`config.mk`:
```
export PLATFORM = sky130hd
export DESIGN_NAME = present_key_schedule
export DESIGN_NICKNAME = d
export VERILOG_FILES = /design/src/rtl/present_pkg.sv /design/src/rtl/present_key_update.sv /design/src/rtl/present_key_schedule.sv
export SDC_FILE = /design/constraint.sdc
export NUM_CORES = 1
export LEC_CHECK = 0
export CORE_MARGIN = 2
export CORE_UTILIZATION = 35
export DETAILED_ROUTE_END_ITERATION = 6
export PLACE_DENSITY = 0.67
export SLEW_MARGIN = 10
export SYNTH_ARGS = -nofsm -noshare
export SYNTH_HDL_FRONTEND = slang
export SYNTH_HIERARCHICAL = 1
export SYNTH_SLANG_ARGS = --single-unit
```
`constraint.sdc`:
```
create_clock -name inClk -period 2.45 [get_ports inClk]
set_input_delay 0.49 -clock inClk [delete_from_list [all_inputs] [get_ports inClk]]
set_output_delay 0.49 -clock inClk [all_outputs]
set_load 0.03 [all_outputs]
```
`src/rtl/present_pkg.sv`:
```
// Shared PRESENT definitions: S-box, round/key widths and key-schedule FSM states.
package present_pkg;

  localparam int unsigned PRESENT_ROUNDS  = 31;
  localparam int unsigned ROUND_KEY_WIDTH = 64;
  localparam int unsigned RC_WIDTH        = 5;

  typedef enum logic {
    ST_IDLE = 1'b0,
    ST_RUN  = 1'b1
  } ks_state_e;

  localparam logic [3:0] SBOX [16] = '{
    4'hC, 4'h5, 4'h6, 4'hB, 4'h9, 4'h0, 4'hA, 4'hD,
    4'h3, 4'hE, 4'hF, 4'h8, 4'h4, 4'h7, 4'h1, 4'h2
  };

  function automatic logic [3:0] sbox(input logic [3:0] x);
    return SBOX[x];
  endfunction

endpackage

```
`src/rtl/present_key_update.sv`:
```
// One PRESENT key-register update step (80- or 128-bit variant), purely combinational.
module present_key_update
  import present_pkg::*;
#(
  parameter int unsigned KEY_WIDTH = 80
) (
  input  logic [KEY_WIDTH-1:0] key_i,
  input  logic [RC_WIDTH-1:0]  rc_i,
  output logic [KEY_WIDTH-1:0] key_o
);

  logic [KEY_WIDTH-1:0] rot;

  // Left rotation by 61.
  assign rot = {key_i[KEY_WIDTH-62:0], key_i[KEY_WIDTH-1:KEY_WIDTH-61]};

  if (KEY_WIDTH == 128) begin : g_k128
    always_comb begin
      key_o          = rot;
      key_o[127:124] = sbox(rot[127:124]);
      key_o[123:120] = sbox(rot[123:120]);
      key_o[66:62]   = rot[66:62] ^ rc_i;
    end
  end else begin : g_k80
    always_comb begin
      key_o        = rot;
      key_o[79:76] = sbox(rot[79:76]);
      key_o[19:15] = rot[19:15] ^ rc_i;
    end
  end

endmodule

```
`src/rtl/present_key_schedule.sv`:
```
// Sequential PRESENT key scheduler with valid/ready round-key output.
// Optional outRoundIdx port enabled by defining PRESENT_KEYSCHED_TAG_EN.
module present_key_schedule
  import present_pkg::*;
#(
  parameter int unsigned KEY_WIDTH = 80,
  parameter int unsigned ROUNDS    = PRESENT_ROUNDS
) (
  input  logic                 inClk,
  input  logic                 inRstN,
  input  logic [KEY_WIDTH-1:0] inKey,
  input  logic                 inKeyValid,
  output logic                 outKeyReady,
  output logic [63:0]          outRoundKey,
  output logic                 outRoundKeyValid,
  input  logic                 inRoundKeyReady,
  output logic                 outBusy,
  output logic                 outDone
`ifdef PRESENT_KEYSCHED_TAG_EN
  ,
  output logic [4:0]           outRoundIdx
`endif
);

  if (!(KEY_WIDTH == 80 || KEY_WIDTH == 128)) begin : g_bad_width
    $error("present_key_schedule: KEY_WIDTH must be 80 or 128");
  end
  if (ROUNDS < 1 || ROUNDS > 31) begin : g_bad_rounds
    $error("present_key_schedule: ROUNDS must be in 1..31");
  end

  localparam logic [RC_WIDTH-1:0] LAST_IDX = RC_WIDTH'(ROUNDS);

  ks_state_e            state_q, state_d;
  logic [KEY_WIDTH-1:0] key_q, key_d, key_next;
  logic [RC_WIDTH-1:0]  rc_q, rc_d;
  logic [RC_WIDTH-1:0]  idx_q, idx_d;
  logic                 done_q, done_d;

  present_key_update #(
    .KEY_WIDTH(KEY_WIDTH)
  ) u_update (
    .key_i(key_q),
    .rc_i (rc_q),
    .key_o(key_next)
  );

  always_ff @(posedge inClk) begin
    if (!inRstN) begin
      state_q <= ST_IDLE;
      key_q   <= '0;
      rc_q    <= '0;
      idx_q   <= '0;
      done_q  <= 1'b0;
    end else begin
      state_q <= state_d;
      key_q   <= key_d;
      rc_q    <= rc_d;
      idx_q   <= idx_d;
      done_q  <= done_d;
    end
  end

  always_comb begin
    state_d = state_q;
    key_d   = key_q;
    rc_d    = rc_q;
    idx_d   = idx_q;
    done_d  = 1'b0;
    unique case (state_q)
      ST_IDLE: begin
        if (inKeyValid) begin
          key_d   = inKey;
          rc_d    = RC_WIDTH'(1);
          idx_d   = '0;
          state_d = ST_RUN;
        end
      end
      ST_RUN: begin
        if (inRoundKeyReady) begin
          if (idx_q == LAST_IDX) begin
            // Zeroise key material once the last round key is consumed.
            key_d   = '0;
            rc_d    = '0;
            idx_d   = '0;
            done_d  = 1'b1;
            state_d = ST_IDLE;
          end else begin
            key_d = key_next;
            rc_d  = rc_q + RC_WIDTH'(1);
            idx_d = idx_q + RC_WIDTH'(1);
          end
        end
      end
      default: state_d = ST_IDLE;
    endcase
  end

  assign outKeyReady      = (state_q == ST_IDLE);
  assign outRoundKeyValid = (state_q == ST_RUN);
  assign outBusy          = (state_q == ST_RUN);
  assign outDone          = done_q;
  assign outRoundKey      = key_q[KEY_WIDTH-1 -: ROUND_KEY_WIDTH];
`ifdef PRESENT_KEYSCHED_TAG_EN
  assign outRoundIdx      = idx_q;
`endif

endmodule

```
==> metrics.log <==
INFO  metric synth_nets = 757
INFO  metric die_area = 15800 um^2
INFO  metric post_layout_instance_area = 6170 um^2
INFO  metric outcome = finished clean
INFO  metric post-cts-setup-buffer-count = 0
INFO  metric setup_repair_after_global_routing_missed_its_margin = no
INFO  metric whs = 0.491 ns
INFO  metric clock_path_buffers = 2
INFO  metric synthesis.area_per_instance = 7.81 um^2
INFO  metric first_pass_grt_wire_length = 21.9 mm
INFO  metric flow.area_growth_from_synthesis = 18.8%
INFO  metric detailedRoute.firstPassIterationCount = 4
INFO  metric fin_crit = 2.14 ns
INFO  metric most_frequent_standard_cell_in_the_layout_excluding_fill_and_tap_cells = sky130_fd_sc_hd__clkdlybuf4s50_1
INFO  metric period_share = 87.3%
INFO  metric globalRouteTotalUtil = 17.1%
INFO  metric antenna_cells = 0
INFO  metric yosysSeqAreaShare = 35.5%
INFO  metric timing_max_transition_violations_final = 0
INFO  metric worst_hold_startpoint = key_q[5]$_SDFFE_PN0P_
INFO  metric drv_cap = 0
INFO  metric crit_path_start_kind = register
INFO  metric antenna_found_initial = 0
INFO  metric dominant_register_cell_in_the_synthesized_netlist = sky130_fd_sc_hd__dfxtp_1
INFO  metric die_w = 126 um
INFO  metric yosys.area.top_type = sky130_fd_sc_hd__dfxtp_1
INFO  metric worst_slew_margin_rel = 65.3%
INFO  metric most-common-layout-cells = sky130_fd_sc_hd__clkdlybuf4s50_1 (150), sky130_fd_sc_hd__dfxtp_1 (92), sky130_fd_sc_hd__a21oi_1 (84), sky130_fd_sc_hd__nor2_1 (83), sky130_fd_sc_hd__nor3_1 (81)
INFO  metric yosysUniqueCellTypes = 35
INFO  metric cts_tree = done
INFO  metric gp_routability_congestion = 0.853
INFO  metric fmax = 468 MHz
INFO  metric hold_path.class = reg -> reg
INFO  metric drive_above_1_share = 6.06%
INFO  metric final_setup_violation_count = 0
INFO  metric gr-usage-met1 = 25.3%
INFO  metric number_of_flops_mapped_to_enable_cells_by_yosys = 0
INFO  metric hold_path_end = key_q[5]$_SDFFE_PN0P_
INFO  metric final.setup.tns = 0 ns
INFO  metric detail_route.drc_violations = 0
INFO  metric crit_path_buf_inv_count = 1
INFO  metric timing_worst_setup_path_type = reg -> out
INFO  metric filler_cell_count = 1469
INFO  metric ant_nets = 0
INFO  metric cp-end-kind = output port
INFO  metric rr_worst_depth = 7
INFO  metric synth_seq_cells = 92
INFO  metric fp.dieH = 126 um
INFO  metric static-leakage-power = 2.33 nW
INFO  metric synth_top_area_share = 35.5%
INFO  metric final.setup_skew = 0.00689 ns
INFO  metric worstReg2RegStart = idx_q[0]$_SDFFE_PN0P_
INFO  metric via_count_of_the_first_global_routing_pass = 3968
INFO  metric cts-hold-fix-buffers = 0
INFO  metric postCtsResizedCells = 0
INFO  metric syn_inst = 665
INFO  metric worst_ep_arrival_time = 1.65 ns
INFO  metric place.detailed.hpwl = 9.84 mm
INFO  metric clock_tree.root_cell = sky130_fd_sc_hd__clkbuf_16
INFO  metric route.detailed.vias_per_inst = 5.03
INFO  metric dpl_cell_area = 5810 um^2
INFO  metric timing.rr.end = key_q[47]$_SDFFE_PN0P_
INFO  metric first_iter_violations = 357
INFO  metric totalWireLength = 14.0 mm
INFO  metric postSynth.asyncResetShare = 0%
INFO  metric floorplan.rows = 44
INFO  metric slowest_stage = sky130_fd_sc_hd__clkdlybuf4s50_1
INFO  metric power_density = 707 nW/um^2
INFO  metric crit_path_cell_trace = clkdlybuf4s50_1
INFO  metric portBuffers = 151
INFO  metric critical-path-max-stage-delay = 0.76 ns
INFO  metric crit_family = buffers and inverters
INFO  metric grt-busiest-layer = met1
INFO  metric core = 14500 um^2
INFO  metric worst-r2r-setup-slack = 0.40 ns
INFO  metric num_io_pins = 152
INFO  metric report.final.hold_viol_count = 0
INFO  metric nets = 747
INFO  metric yosysWarnings = 6
INFO  metric initial_utilization = 35.7%
INFO  metric worstSkewPairLatency = 0.34 ns
INFO  metric htreeDepth = 3
INFO  metric tightestPinTransition = 0.521 ns
INFO  metric grt_max_degree = 67
INFO  metric grt.overflow.total = 0
INFO  metric drt-wirelength-per-cell = 16.6 um
INFO  metric path_max_fanout = 12
INFO  metric clkSlewWorstSetupHoldPaths = 0.06 ns
INFO  metric routed-via-count = 4243
INFO  metric synth_area_leaders = sky130_fd_sc_hd__dfxtp_1 (35%), sky130_fd_sc_hd__buf_4 (20%), sky130_fd_sc_hd__a21oi_1 (8.1%)
INFO  metric inserted_clock_buffers = 9
INFO  metric grt_util_met3 = 3.53%
INFO  metric global_route.usage.met2 = 24.6%
INFO  metric peakVddDrop = 0.321 mV
INFO  metric worstPathRequired = 1.96 ns
INFO  metric clock_sinks = 92
INFO  metric mappedNetlistArea = 5190 um^2
INFO  metric worstHoldPathCells = 2
-- stage by stage --
stage	setup WS [ns]	power, mW	std cells	utilization [%]
3_5_place_dp	0.325	2.74	828	40.0
3_3_place_gp	0.399	2.74	828	40.0
5_1_grt	0.232	4.54	844	42.4
4_1_cts	0.296	4.40	844	42.4
2_1_floorplan	0.724	2.58	665	-
6_report	0.311	4.36	844	42.4
-- sequential cells by signal, summed over array words and instances (netlist names) --
signal / count
key_q: 80
idx_q: 5
rc_q: 5
outBusy: 1
outDone: 1
-- power by group --
group	leakage [nW]	total [mW]	internal, mW	switching [mW]
Combinational	1.40	0.959	0.438	0.520
Clock	0.172	1.65	1.06	0.592
Sequential	0.762	1.75	1.63	0.129
Total	2.33	4.36	3.12	1.24
-- kinds of logic after synthesis --
| kind of cell | Yosys count | synth area share [%] |
|---|---|---|
| buffers and inverters | 190 | 25.3 |
| adder cells (fa/ha/maj) | 8 | 1.93 |
| XOR/XNOR | 6 | 1.01 |
| AO/OA/AOI/OAI | 181 | 18.7 |
| flip-flops | 92 | 35.5 |
| multiplexers | 6 | 1.74 |
| AND/OR/NAND/NOR | 182 | 15.9 |
-- how the worst max path moves through the flow --
stage / cells after the start / startpoint / endpoint / slack (ns)
after floorplan: 7 / idx_q[0]$_SDFFE_PN0P_ / rc_q[4]$_SDFFE_PN0P_ / 0.72
after global placement: 5 / inRoundKeyReady / key_q[18]$_SDFFE_PN0P_ / 0.40
after detailed placement: 5 / inRoundKeyReady / key_q[18]$_SDFFE_PN0P_ / 0.32
after CTS: 1 / outBusy$_SDFF_PN0_ / outRoundKeyValid / 0.30
after global routing: 1 / outBusy$_SDFF_PN0_ / outRoundKeyValid / 0.23
final: 1 / outBusy$_SDFF_PN0_ / outRoundKeyValid / 0.31
-- tightest hold or removal path: cells and delay by family, from the launching register on --
family           cells  cell delay, ns
AND/OR/NAND/NOR      2            0.13
flip-flops           1            0.31
-- cell type report --
class	count	area, um^2	area share (%)
clock inverters	5	106	1.72
flip-flops and latches	92	1840	29.9
repair buffers	163	1670	27.1
inverters	6	22.5	0.365
clock buffers	11	253	4.10
multi-input cells	383	2040	33.1
well taps	184	230	3.73
-- routing by layer --
| layer | wire (um) | up-vias |
|---|---|---|
| met5 | 0 | - |
| met4 | 327 | 0 |
| met3 | 728 | 17 |
| met2 | 5970 | 123 |
| met1 | 6970 | 1987 |
| li1 | - | 2116 |
-- Yosys cell counts (2+ instances only) --
cell,count
sky130_fd_sc_hd__buf_4,139
sky130_fd_sc_hd__a311oi_2,3
sky130_fd_sc_hd__inv_1,5
sky130_fd_sc_hd__o21ai_0,64
sky130_fd_sc_hd__o311a_1,2
sky130_fd_sc_hd__nand3_1,4
sky130_fd_sc_hd__buf_6,7
sky130_fd_sc_hd__nand2_1,5
sky130_fd_sc_hd__nand2b_1,2
sky130_fd_sc_hd__o21ai_1,19
sky130_fd_sc_hd__ha_1,8
sky130_fd_sc_hd__mux2i_1,3
sky130_fd_sc_hd__a22oi_1,2
sky130_fd_sc_hd__nor3_1,81
sky130_fd_sc_hd__clkbuf_1,19
sky130_fd_sc_hd__dfxtp_1,92
sky130_fd_sc_hd__buf_2,19
sky130_fd_sc_hd__xor2_1,5
sky130_fd_sc_hd__mux4_2,2
sky130_fd_sc_hd__a21oi_1,84
sky130_fd_sc_hd__nor3_2,2
sky130_fd_sc_hd__nor2_1,83
sky130_fd_sc_hd__a41oi_1,3
Note: power is estimated with default switching activity, not from simulation.
